File: config.mk
export PLATFORM = sky130hd
export DESIGN_NAME = fetch_unit
export DESIGN_NICKNAME = d
export VERILOG_FILES = /design/src/rtl/fetch_unit.sv
export SDC_FILE = /design/constraint.sdc
export NUM_CORES = 1
export LEC_CHECK = 0
export BUFFER_PORTS_ARGS = -buffer_cell sky130_fd_sc_hd__buf_4
export CAP_MARGIN = 20
export CORE_MARGIN = 1
export CORE_UTILIZATION = 40
export DETAILED_ROUTE_END_ITERATION = 8
export PLACE_DENSITY = 0.69
export SKIP_CTS_REPAIR_TIMING = 1
export SLEW_MARGIN = 10
export SYNTH_ARGS = -nofsm -noshare
export SYNTH_HDL_FRONTEND = slang
export SYNTH_SLANG_ARGS = --single-unit
File: constraint.sdc
create_clock -name clk -period 1.7 [get_ports clk]
set_clock_uncertainty 0.15 [all_clocks]
set_input_delay 0.17 -clock clk [delete_from_list [all_inputs] [get_ports clk]]
set_output_delay 0.17 -clock clk [all_outputs]
set_load 0.02 [all_outputs]
File: src/rtl/fetch_unit.sv
// Instruction fetch: one outstanding imem request, 2-entry {pc, word} FIFO toward decode,
// redirect flush with stale-response drop. Optional FETCH_ALIGN_CHECK_EN rejects misaligned redirects.
module fetch_unit #(
  parameter logic [31:0] RESET_PC = 32'h0000_0000
) (
  input  logic        clk,
  input  logic        rst_n,
  output logic        imem_req_valid,
  output logic [31:0] imem_req_addr,
  input  logic        imem_req_ready,
  input  logic        imem_rsp_valid,
  input  logic [31:0] imem_rsp_data,
  input  logic        redirect_valid,
  input  logic [31:0] redirect_pc,
  output logic        instr_valid,
  output logic [31:0] instr,
  output logic [31:0] instr_pc,
  input  logic        instr_ready,
  output logic        misalign_fault
);
  typedef struct packed {
    logic [31:0] pc;
    logic [31:0] word;
  } fetch_entry_t;

  typedef enum logic [1:0] {S_REQ, S_WAIT, S_DROP} state_t;

  state_t       state;
  logic [31:0]  pc, req_pc;
  fetch_entry_t fifo [2];
  logic         rd_ptr, wr_ptr;
  logic [1:0]   count;
  logic         req_hs, push, pop, redir_take;
  logic [31:0]  redir_tgt;

`ifdef FETCH_ALIGN_CHECK_EN
  logic redir_bad;
  assign redir_bad  = redirect_valid && (redirect_pc[1:0] != 2'b00);
  assign redir_take = redirect_valid && !redir_bad;
  assign redir_tgt  = redirect_pc;

  always_ff @(posedge clk or negedge rst_n) begin
    if (!rst_n) misalign_fault <= 1'b0;
    else        misalign_fault <= redir_bad;
  end
`else
  assign redir_take     = redirect_valid;
  assign redir_tgt      = redirect_pc & ~32'h3;
  assign misalign_fault = 1'b0;
`endif

  assign imem_req_valid = (state == S_REQ) && (count != 2'd2);
  assign imem_req_addr  = pc;
  assign req_hs         = imem_req_valid && imem_req_ready;
  assign push           = (state == S_WAIT) && imem_rsp_valid;
  assign instr_valid    = (count != 2'd0);
  assign pop            = instr_valid && instr_ready;
  assign instr          = fifo[rd_ptr].word;
  assign instr_pc       = fifo[rd_ptr].pc;

  always_ff @(posedge clk or negedge rst_n) begin
    if (!rst_n) begin
      state   <= S_REQ;
      pc      <= RESET_PC;
      req_pc  <= '0;
      rd_ptr  <= 1'b0;
      wr_ptr  <= 1'b0;
      count   <= 2'd0;
      fifo[0] <= '0;
      fifo[1] <= '0;
    end else if (redir_take) begin
      pc     <= redir_tgt;
      rd_ptr <= 1'b0;
      wr_ptr <= 1'b0;
      count  <= 2'd0;
      case (state)
        S_REQ:   state <= req_hs ? S_DROP : S_REQ;
        S_WAIT:  state <= imem_rsp_valid ? S_REQ : S_DROP;
        // a response landing with the redirect is the one being dropped, so nothing is left in flight
        default: state <= imem_rsp_valid ? S_REQ : S_DROP;
      endcase
    end else begin
      if (push) begin
        fifo[wr_ptr] <= {req_pc, imem_rsp_data};
        wr_ptr       <= ~wr_ptr;
      end
      if (pop) rd_ptr <= ~rd_ptr;
      count <= count + {1'b0, push} - {1'b0, pop};
      case (state)
        S_REQ: if (req_hs) begin
          req_pc <= pc;
          pc     <= pc + 32'd4;
          state  <= S_WAIT;
        end
        S_WAIT:  if (imem_rsp_valid) state <= S_REQ;
        default: if (imem_rsp_valid) state <= S_REQ;
      endcase
    end
  end
endmodule

==> Implementation_results.wiki, run 1 <==
{| class="wikitable"
! Metric !! Value
|-
| Data required time at the worst endpoint || between 1000 and 1500 ps
|-
| Setup-failing EPs final || between 200 and 250
|-
| Crit path kind || flip-flop to output port
|-
| Die outline area || 22,200 um2
|-
| Delay of the slowest cell on the worst path || between 300 and 400 ps
|-
| Static power due to leakage || ~6 nW
|-
| Final estimated routing congestion in global placement || between 0.8 and 0.9
|-
| Final Worst Setup Slack || -236 ps
|-
| Number of global-route vias before repair || roughly 5,600
|-
| Final hold vios || 0
|-
| First-iteration detailed-routing DRC count || 248
|-
| Most common cell after layout, fill and taps aside || sky130_fd_sc_hd__buf_4
|-
| Top layer in use || met4
|-
| Drt total wl || 21,900 um
|-
| Footprint of the multi-input gates || 3840 um2
|-
| Core box area || 21,100 um2
|-
| DRC violations left || 0
|-
| Num rows || 53
|-
| Met1 Wirelength || 10,500 um
|-
| Final min period || slightly below 2000 ps
|-
| WL met3 || just under 900 um
|-
| Count of H-tree levels built during CTS || 4
|-
| CTS tree || done
|-
| Mean cell area of the mapped netlist || approximately 14 um2
|-
| Clock slew at the register clock pins of the worst setup and hold paths || 70 ps
|-
| Relative contribution of sequential cells to total power || 35.8%
|-
| Most frequent cells in the layout || 214 x sky130_fd_sc_hd__buf_4, 188 x sky130_fd_sc_hd__mux2_2, 181 x sky130_fd_sc_hd__dfrtp_1, 64 x sky130_fd_sc_hd__dlygate4sd3_1, 33 x sky130_fd_sc_hd__nand2_1
|-
| Minimum hold slack || around 120 ps
|-
| Clock Tree Buf Depth || 2
|-
| Crit Path Max Fanout || 13
|-
| Count of mapped cells out of synthesis || 615
|-
| Yosys reg bits || 190
|-
| Share of post-route cells with drive strength above 1 || 58.4%
|-
| Switching Share || 32.2%
|-
| Highest Clock Rate || 516 MHz
|-
| Vias after detailed routing || roughly 5,900
|-
| Maximum ir drop on the vdd rail || approximately 0.00092 V
|-
| IO Count || 169
|-
| Wire length of the first global-routing pass || about 30,000 um
|-
| DR WL/cell || ~18 um
|-
| Antenna-violating nets left || 0
|-
| Clock power share || 22.2%
|-
| Final Max Slew Viols || 0
|-
| First-pass iteration count of the detailed router || 4
|-
| Arrival time reported for the critical path endpoint || ~1600 ps
|-
| Final net count || 993
|-
| Clock buffer count from CTS || 17
|-
| Area of all placed cells without fillers || approximately 13,000 um2
|-
| Area of the mapped netlist || around 8700 um2
|-
| Via density || 4.91
|-
| Clock insertion delay at the later pin of the skew report || 430 ps
|-
| Share of the clock period used by the worst path after layout || 114%
|-
| Count of yosys warnings during synthesis || 0
|-
| Number of distinct library cells after synthesis || 41
|-
| Starting utilization of the core area || 41.1%
|-
| Area growth syn-to-layout || 44.5%
|-
| Sequential standard cell area || around 4800 um2
|-
| Die H || ~150 um
|-
| Placement-stage cell area || between 10,000 and 15,000 um2
|-
| Result of the run || finished with violations
|-
| Global-route congestion overflow total || 0
|-
| Power spent charging and discharging nets || 6.03 mW
|-
| All-layer global routing usage || 18.0%
|-
| CTS root buffer || sky130_fd_sc_hd__clkbuf_16
|-
| Combined buffer and inverter count along the critical path || 3
|-
| Clk sink count || 190
|-
| Cell family with the largest share of critical-path delay || buffers and inverters
|-
| Maximum number of pins on one net before global-route repair || 50
|-
| Number of buffer cells added on primary ports || approximately 160
|-
| Most common cell on crit path || sky130_fd_sc_hd__buf_4
|-
| Initial antenna violation count || 0
|-
| Cell internal pwr || 12.7 mW
|-
| Diodes inserted || 0
|-
| Hpwl dp || between 10,000 and 15,000 um
|-
| Critical path launch point type || flip-flop
|-
| Violations in the final reports || setup timing
|-
| Proportion of power drawn by combinational gates || 41.9%
|-
| Sequential element share of the synthesized area || 54.9%
|-
| Number of maximum-capacitance violations || 0
|-
| Width of the chip || about 150 um
|-
| Class of the tightest hold or removal check || input pin to async pin
|-
| Filler cell count || roughly 1,700
|-
| Setup crit end kind || output port
|-
| Unrepaired setup endpoints after global routing || true
|-
| Slowest-stage cell, CP || sky130_fd_sc_hd__dfrtp_2
|-
| Critical Path, Cell by Cell || buf_4 -> buf_12 -> mux2_2 -> buf_4
|-
| Power density over the cells || 1500 nW/um2
|-
| Met2 wirelength from detailed routing || 10,300 um
|}
final timing paths:
| path | start | end | slack (ps) | depth (start not counted) |
|---|---|---|---|---|
| setup / recovery | rd_ptr | instr_pc[22] | -240 | 4 |
| hold / removal | rst_n | fifo[95] | 120 | 2 |
| setup reg to reg | state[1] | req_pc[8] | -230 | 6 |
| min in group clk | redirect_valid | rd_ptr | 150 | 3 |
| max in group asynchronous | rst_n | imem_req_addr[6] | 660 | 3 |
| hold reg to reg | fifo[52] | fifo[52] | 350 | 1 |
power groups by stage:
| stage | Combinational, mW | Sequential, mW | Clock (mW) |
|---|---|---|---|
| 2_1_floorplan | 4.51 | 6.66 | 0 |
| 3_3_place_gp | 7.15 | 6.75 | 0 |
| 3_5_place_dp | 7.24 | 6.79 | 0 |
| 4_1_cts | 7.26 | 6.72 | 4.25 |
| 5_1_grt | 8.36 | 6.89 | 4.43 |
| 6_report | 7.85 | 6.70 | 4.16 |
kinds of logic after synthesis:
family	count (synthesis)	share of synthesized area [%]
AO/OA/AOI/OAI	30	1.79
XOR/XNOR	33	3.34
adder cells (fa/ha/maj)	3	0.434
buffers and inverters	40	2.89
flip-flops	190	54.9
multiplexers	220	29.9
other	1	0.0433
AND/OR/NAND/NOR	98	6.68
layout make-up:
class | count | area share (%)
clock buffer | 19 | 3.62
clock inverter | 12 | 1.27
inverter | 2 | 0.0600
multi-input combinational | 390 | 30.7
sequential | 190 | 38.1
tap | 275 | 2.75
timing repair buffer | 319 | 23.5
state kept, by name, indices dropped and copies added, names as in the netlist:
signal	count
req_pc	30
fifo	124
count	2
state	2
rd_ptr	1
imem_req_addr	30
wr_ptr	1
layer usage:
layer  track usage [%]  vias to the layer above
li1                  -                     2796
met1              24.8                     2960
met2              28.7                      147
met3              3.12                       23
met4              5.51                        0
met5                 0                        -
per-stage QoR:
step	cells	setup slack (ps)	TNS, ps	power, mW	util, %
after floorplan	619	-144	-7910	11.2	-
after global placement	1084	-217	-16940	13.9	50.6
after detailed placement	1084	-226	-19970	14.0	50.6
after CTS	1115	-274	-37210	18.2	53.5
after global routing	1207	-302	-44290	19.7	59.3
final	1207	-236	-29520	18.7	59.3
synthesized netlist by cell type:
cell type / number / area [um2]
sky130_fd_sc_hd__dfrtp_1: 190 / 4750
sky130_fd_sc_hd__mux2_2: 189 / 2130
sky130_fd_sc_hd__nand2_1: 35 / 131
sky130_fd_sc_hd__mux2_4: 30 / 450
sky130_fd_sc_hd__xor2_1: 25 / 219
sky130_fd_sc_hd__nand4_1: 20 / 125
sky130_fd_sc_hd__o21ai_0: 20 / 100
sky130_fd_sc_hd__buf_2: 12 / 60.1
sky130_fd_sc_hd__clkbuf_1: 10 / 37.5
sky130_fd_sc_hd__o21ai_1: 9 / 45.0
sky130_fd_sc_hd__xnor2_1: 8 / 70.1
sky130_fd_sc_hd__and3_1: 6 / 37.5
sky130_fd_sc_hd__buf_4: 6 / 45.0
sky130_fd_sc_hd__nand3_1: 6 / 30.0
sky130_fd_sc_hd__nor2_1: 6 / 22.5
sky130_fd_sc_hd__and4_1: 5 / 43.8
sky130_fd_sc_hd__buf_6: 4 / 45.0
sky130_fd_sc_hd__nand4b_1: 4 / 35.0
sky130_fd_sc_hd__ha_1: 3 / 37.5
sky130_fd_sc_hd__and3_2: 2 / 15.0
sky130_fd_sc_hd__buf_1: 2 / 7.51
sky130_fd_sc_hd__clkbuf_8: 2 / 27.5
sky130_fd_sc_hd__inv_1: 2 / 7.51
sky130_fd_sc_hd__nor2b_1: 2 / 12.5
sky130_fd_sc_hd__and2_0: 1 / 6.26
sky130_fd_sc_hd__and2_1: 1 / 6.26
sky130_fd_sc_hd__and2_2: 1 / 7.51
sky130_fd_sc_hd__and2b_2: 1 / 8.76
sky130_fd_sc_hd__clkdlybuf4s50_2: 1 / 11.3
sky130_fd_sc_hd__conb_1: 1 / 3.75
sky130_fd_sc_hd__dlygate4sd1_1: 1 / 8.76
sky130_fd_sc_hd__mux2i_1: 1 / 10.0
sky130_fd_sc_hd__nand2b_4: 1 / 13.8
sky130_fd_sc_hd__nor3_1: 1 / 5.00
sky130_fd_sc_hd__nor3_2: 1 / 10.0
sky130_fd_sc_hd__nor3b_4: 1 / 18.8
sky130_fd_sc_hd__nor4_2: 1 / 12.5
sky130_fd_sc_hd__nor4_4: 1 / 21.3
sky130_fd_sc_hd__o21ba_2: 1 / 10.0
sky130_fd_sc_hd__or2_2: 1 / 6.26
sky130_fd_sc_hd__or2_4: 1 / 8.76
worst register-to-register path: stages (launching register included):
cell,delay [ps]
sky130_fd_sc_hd__dfrtp_1,380
sky130_fd_sc_hd__or2_4,270
sky130_fd_sc_hd__buf_6,140
sky130_fd_sc_hd__nor3b_4,290
sky130_fd_sc_hd__nand2b_4,110
sky130_fd_sc_hd__buf_12,170
sky130_fd_sc_hd__mux2_4,310
(Power assumes the default switching activity.)
==> run 2: changes to the inputs <==
Settings changed: CORE_UTILIZATION 40 to 29, PLACE_DENSITY 0.69 to 0.55.
==> run 2 against run 1 <==
Net effect: the flow still finishes with violations (setup timing); hold slack got worse by 41 ps; clock-buffer cell count fell by 1; clock power fell by 3%; global-route usage fell by 3.8 points; critical path depth did not move; non-clock buffer count rose by 8; total power rose by 5.6%; cell count rose by 9.7%; via count rose by 1.1%; largest power group unchanged.
==> Implementation_results.wiki, run 2 (synthesized netlist as in run 1, its figures left out) <==
{| class="wikitable"
! Metric !! Value
|-
| First-iteration detailed-routing DRC count || roughly 230
|-
| Worst R2R Start || state[1]
|-
| Final net count || 1,000
|-
| Static power due to leakage || between 6 and 7 nW
|-
| Die H || around 170 um
|-
| Biggest register || fifo
|-
| Share of post-route cells with drive strength above 1 || 59.4%
|-
| Max FFs per register || ~120
|-
| Global-route congestion overflow total || 0
|-
| Number of buffer cells added on primary ports || about 160
|-
| Area growth syn-to-layout || 52.5%
|-
| Cell family with the largest share of critical-path delay || flip-flops
|-
| Count of H-tree levels built during CTS || 4
|-
| CTS root buffer || sky130_fd_sc_hd__clkbuf_16
|-
| Num rows || 62
|-
| Combined buffer and inverter count along the critical path || 3
|-
| Final hold vios || 0
|-
| Worst R2R Setup Slack || -240 ps
|-
| Diodes inserted || 0
|-
| Width of the chip || about 170 um
|-
| Result of the run || finished with violations
|-
| Crit Path Max Fanout || 12
|-
| Drt total wl || between 20,000 and 25,000 um
|-
| Crit path kind || flip-flop to output port
|-
| Setup crit end kind || output port
|-
| Critical Path, Cell by Cell || buf_12 -> clkbuf_16 -> mux2_2 -> buf_4
|-
| Initial antenna violation count || 0
|-
| Share of the clock period used by the worst path after layout || 118%
|-
| Final estimated routing congestion in global placement || between 0.7 and 0.8
|-
| Maximum ir drop on the vdd rail || 0.000917 V
|-
| Vias after detailed routing || between 5,000 and 6,000
|-
| Final min period || between 2000 and 2500 ps
|-
| DRC violations left || 0
|-
| Clock Tree Buf Depth || 2
|-
| Wire length of the first global-routing pass || ~33,000 um
|-
| Unrepaired setup endpoints after global routing || true
|-
| Final Worst Setup Slack || -306 ps
|-
| Slowest-stage cell, CP || sky130_fd_sc_hd__dfrtp_4
|-
| Core box area || a little under 30,000 um2
|-
| Worst r2r path cells || 6
|-
| Delay of the slowest cell on the worst path || a little under 500 ps
|-
| Number of global-route vias before repair || between 5,000 and 6,000
|-
| Setup-failing EPs final || between 200 and 300
|-
| Maximum number of pins on one net before global-route repair || between 40 and 50
|-
| Area of all placed cells without fillers || about 13,000 um2
|-
| Hpwl dp || 15,000 um
|-
| Pre-CTS setup slack || -177 ps
|-
| DR WL/cell || 17.8 um
|-
| Most common cell after layout, fill and taps aside || sky130_fd_sc_hd__dfrtp_1
|-
| Final Max Slew Viols || 0
|-
| Clock insertion delay at the later pin of the skew report || between 400 and 500 ps
|-
| All-layer global routing usage || between 10% and 20%
|-
| Die outline area || a little over 30,000 um2
|-
| Violations in the final reports || setup timing
|-
| Arrival time reported for the critical path endpoint || about 1700 ps
|-
| Via density || around 4.5
|-
| Most frequent cells in the layout || 181 x sky130_fd_sc_hd__dfrtp_1, 180 x sky130_fd_sc_hd__buf_4, 122 x sky130_fd_sc_hd__mux2_2, 97 x sky130_fd_sc_hd__mux2_4, 64 x sky130_fd_sc_hd__dlygate4sd3_1
|-
| Clock buffer count from CTS || 17
|-
| Class of the tightest hold or removal check || input pin to async pin
|-
| Placement-stage cell area || about 11,000 um2
|-
| Setup tns final || -33,710 ps
|-
| Power density over the cells || ~1500 nW/um2
|-
| Critical path launch point type || flip-flop
|-
| Starting utilization of the core area || between 20% and 30%
|-
| Antenna-violating nets left || 0
|-
| Clk sink count || between 150 and 200
|-
| IO Count || approximately 170
|-
| CTS tree || done
|-
| First-pass iteration count of the detailed router || 4
|-
| Worst r2r dst || imem_req_addr[22]
|-
| Number of maximum-capacitance violations || 0
|-
| Clock slew at the register clock pins of the worst setup and hold paths || ~70 ps
|-
| Highest Clock Rate || ~500 MHz
|-
| Data required time at the worst endpoint || between 1000 and 1500 ps
|}
run 2: changes by cell type in the layout (fill, tap and decap cells not counted), moves of 3 or more:
| cell | change |
|---|---|
| sky130_fd_sc_hd__mux2_2 | -66 |
| sky130_fd_sc_hd__mux2_4 | +66 |
| sky130_fd_sc_hd__buf_4 | -34 |
| sky130_fd_sc_hd__buf_6 | +32 |
| sky130_fd_sc_hd__buf_12 | +5 |
| sky130_fd_sc_hd__clkbuf_16 | +5 |
| sky130_fd_sc_hd__o21ai_0 | -5 |
| sky130_fd_sc_hd__o21ai_1 | +5 |
| sky130_fd_sc_hd__inv_6 | +3 |
run 2: cell type report:
cell class                      instances  area, um2
Clock buffer                           18        439
Tap cell                              384        480
Fill cell                            2691      15800
Clock inverter                         14        144
Multi-Input combinational cell        389       4090
Timing Repair Buffer                  327       3270
Sequential cell                       190       4770
Inverter                                2       7.51
run 2: worst max path at each step:
stage                   from                 to  slack (ps)  cells after the start
CTS                   rd_ptr       instr_pc[19]        -340                      3
finish                rd_ptr          instr[21]        -310                      4
floorplan           count[1]   imem_req_addr[8]        -140                      5
detailed placement  state[1]  imem_req_addr[22]        -180                      6
global placement    state[1]  imem_req_addr[22]        -170                      6
global route          rd_ptr          instr[17]        -350                      4
run 2: power by group:
part | leakage, nW | internal (mW) | total (mW) | switching (mW)
clock network | 0.287 | 2.12 | 4.02 | 1.90
logic | 3.56 | 5.27 | 8.97 | 3.70
registers | 2.43 | 5.91 | 6.78 | 0.872
run 2: layer usage:
metal	up-vias	part of all wire, %	wire length [um]	global-route usage, %
met5	-	0	0	0
met2	139	47	11200	21.8
met1	3028	49	11500	20.2
li1	2815	-	-	-
met3	7	3.5	816	2.98
met4	0	0.51	121	3.04
run 2: through the flow:
stage / power (mW) / instances / utilization [%] / hold slack (ps)
after global placement: 14.2 / 1202 / 37.7 / -24.7
after floorplan: 11.2 / 619 / - / -276
final: 19.8 / 1324 / 45.5 / 74.6
after detailed placement: 14.2 / 1202 / 37.7 / -18.1
after CTS: 18.3 / 1234 / 39.7 / -480
after global routing: 20.8 / 1324 / 45.5 / 82.3
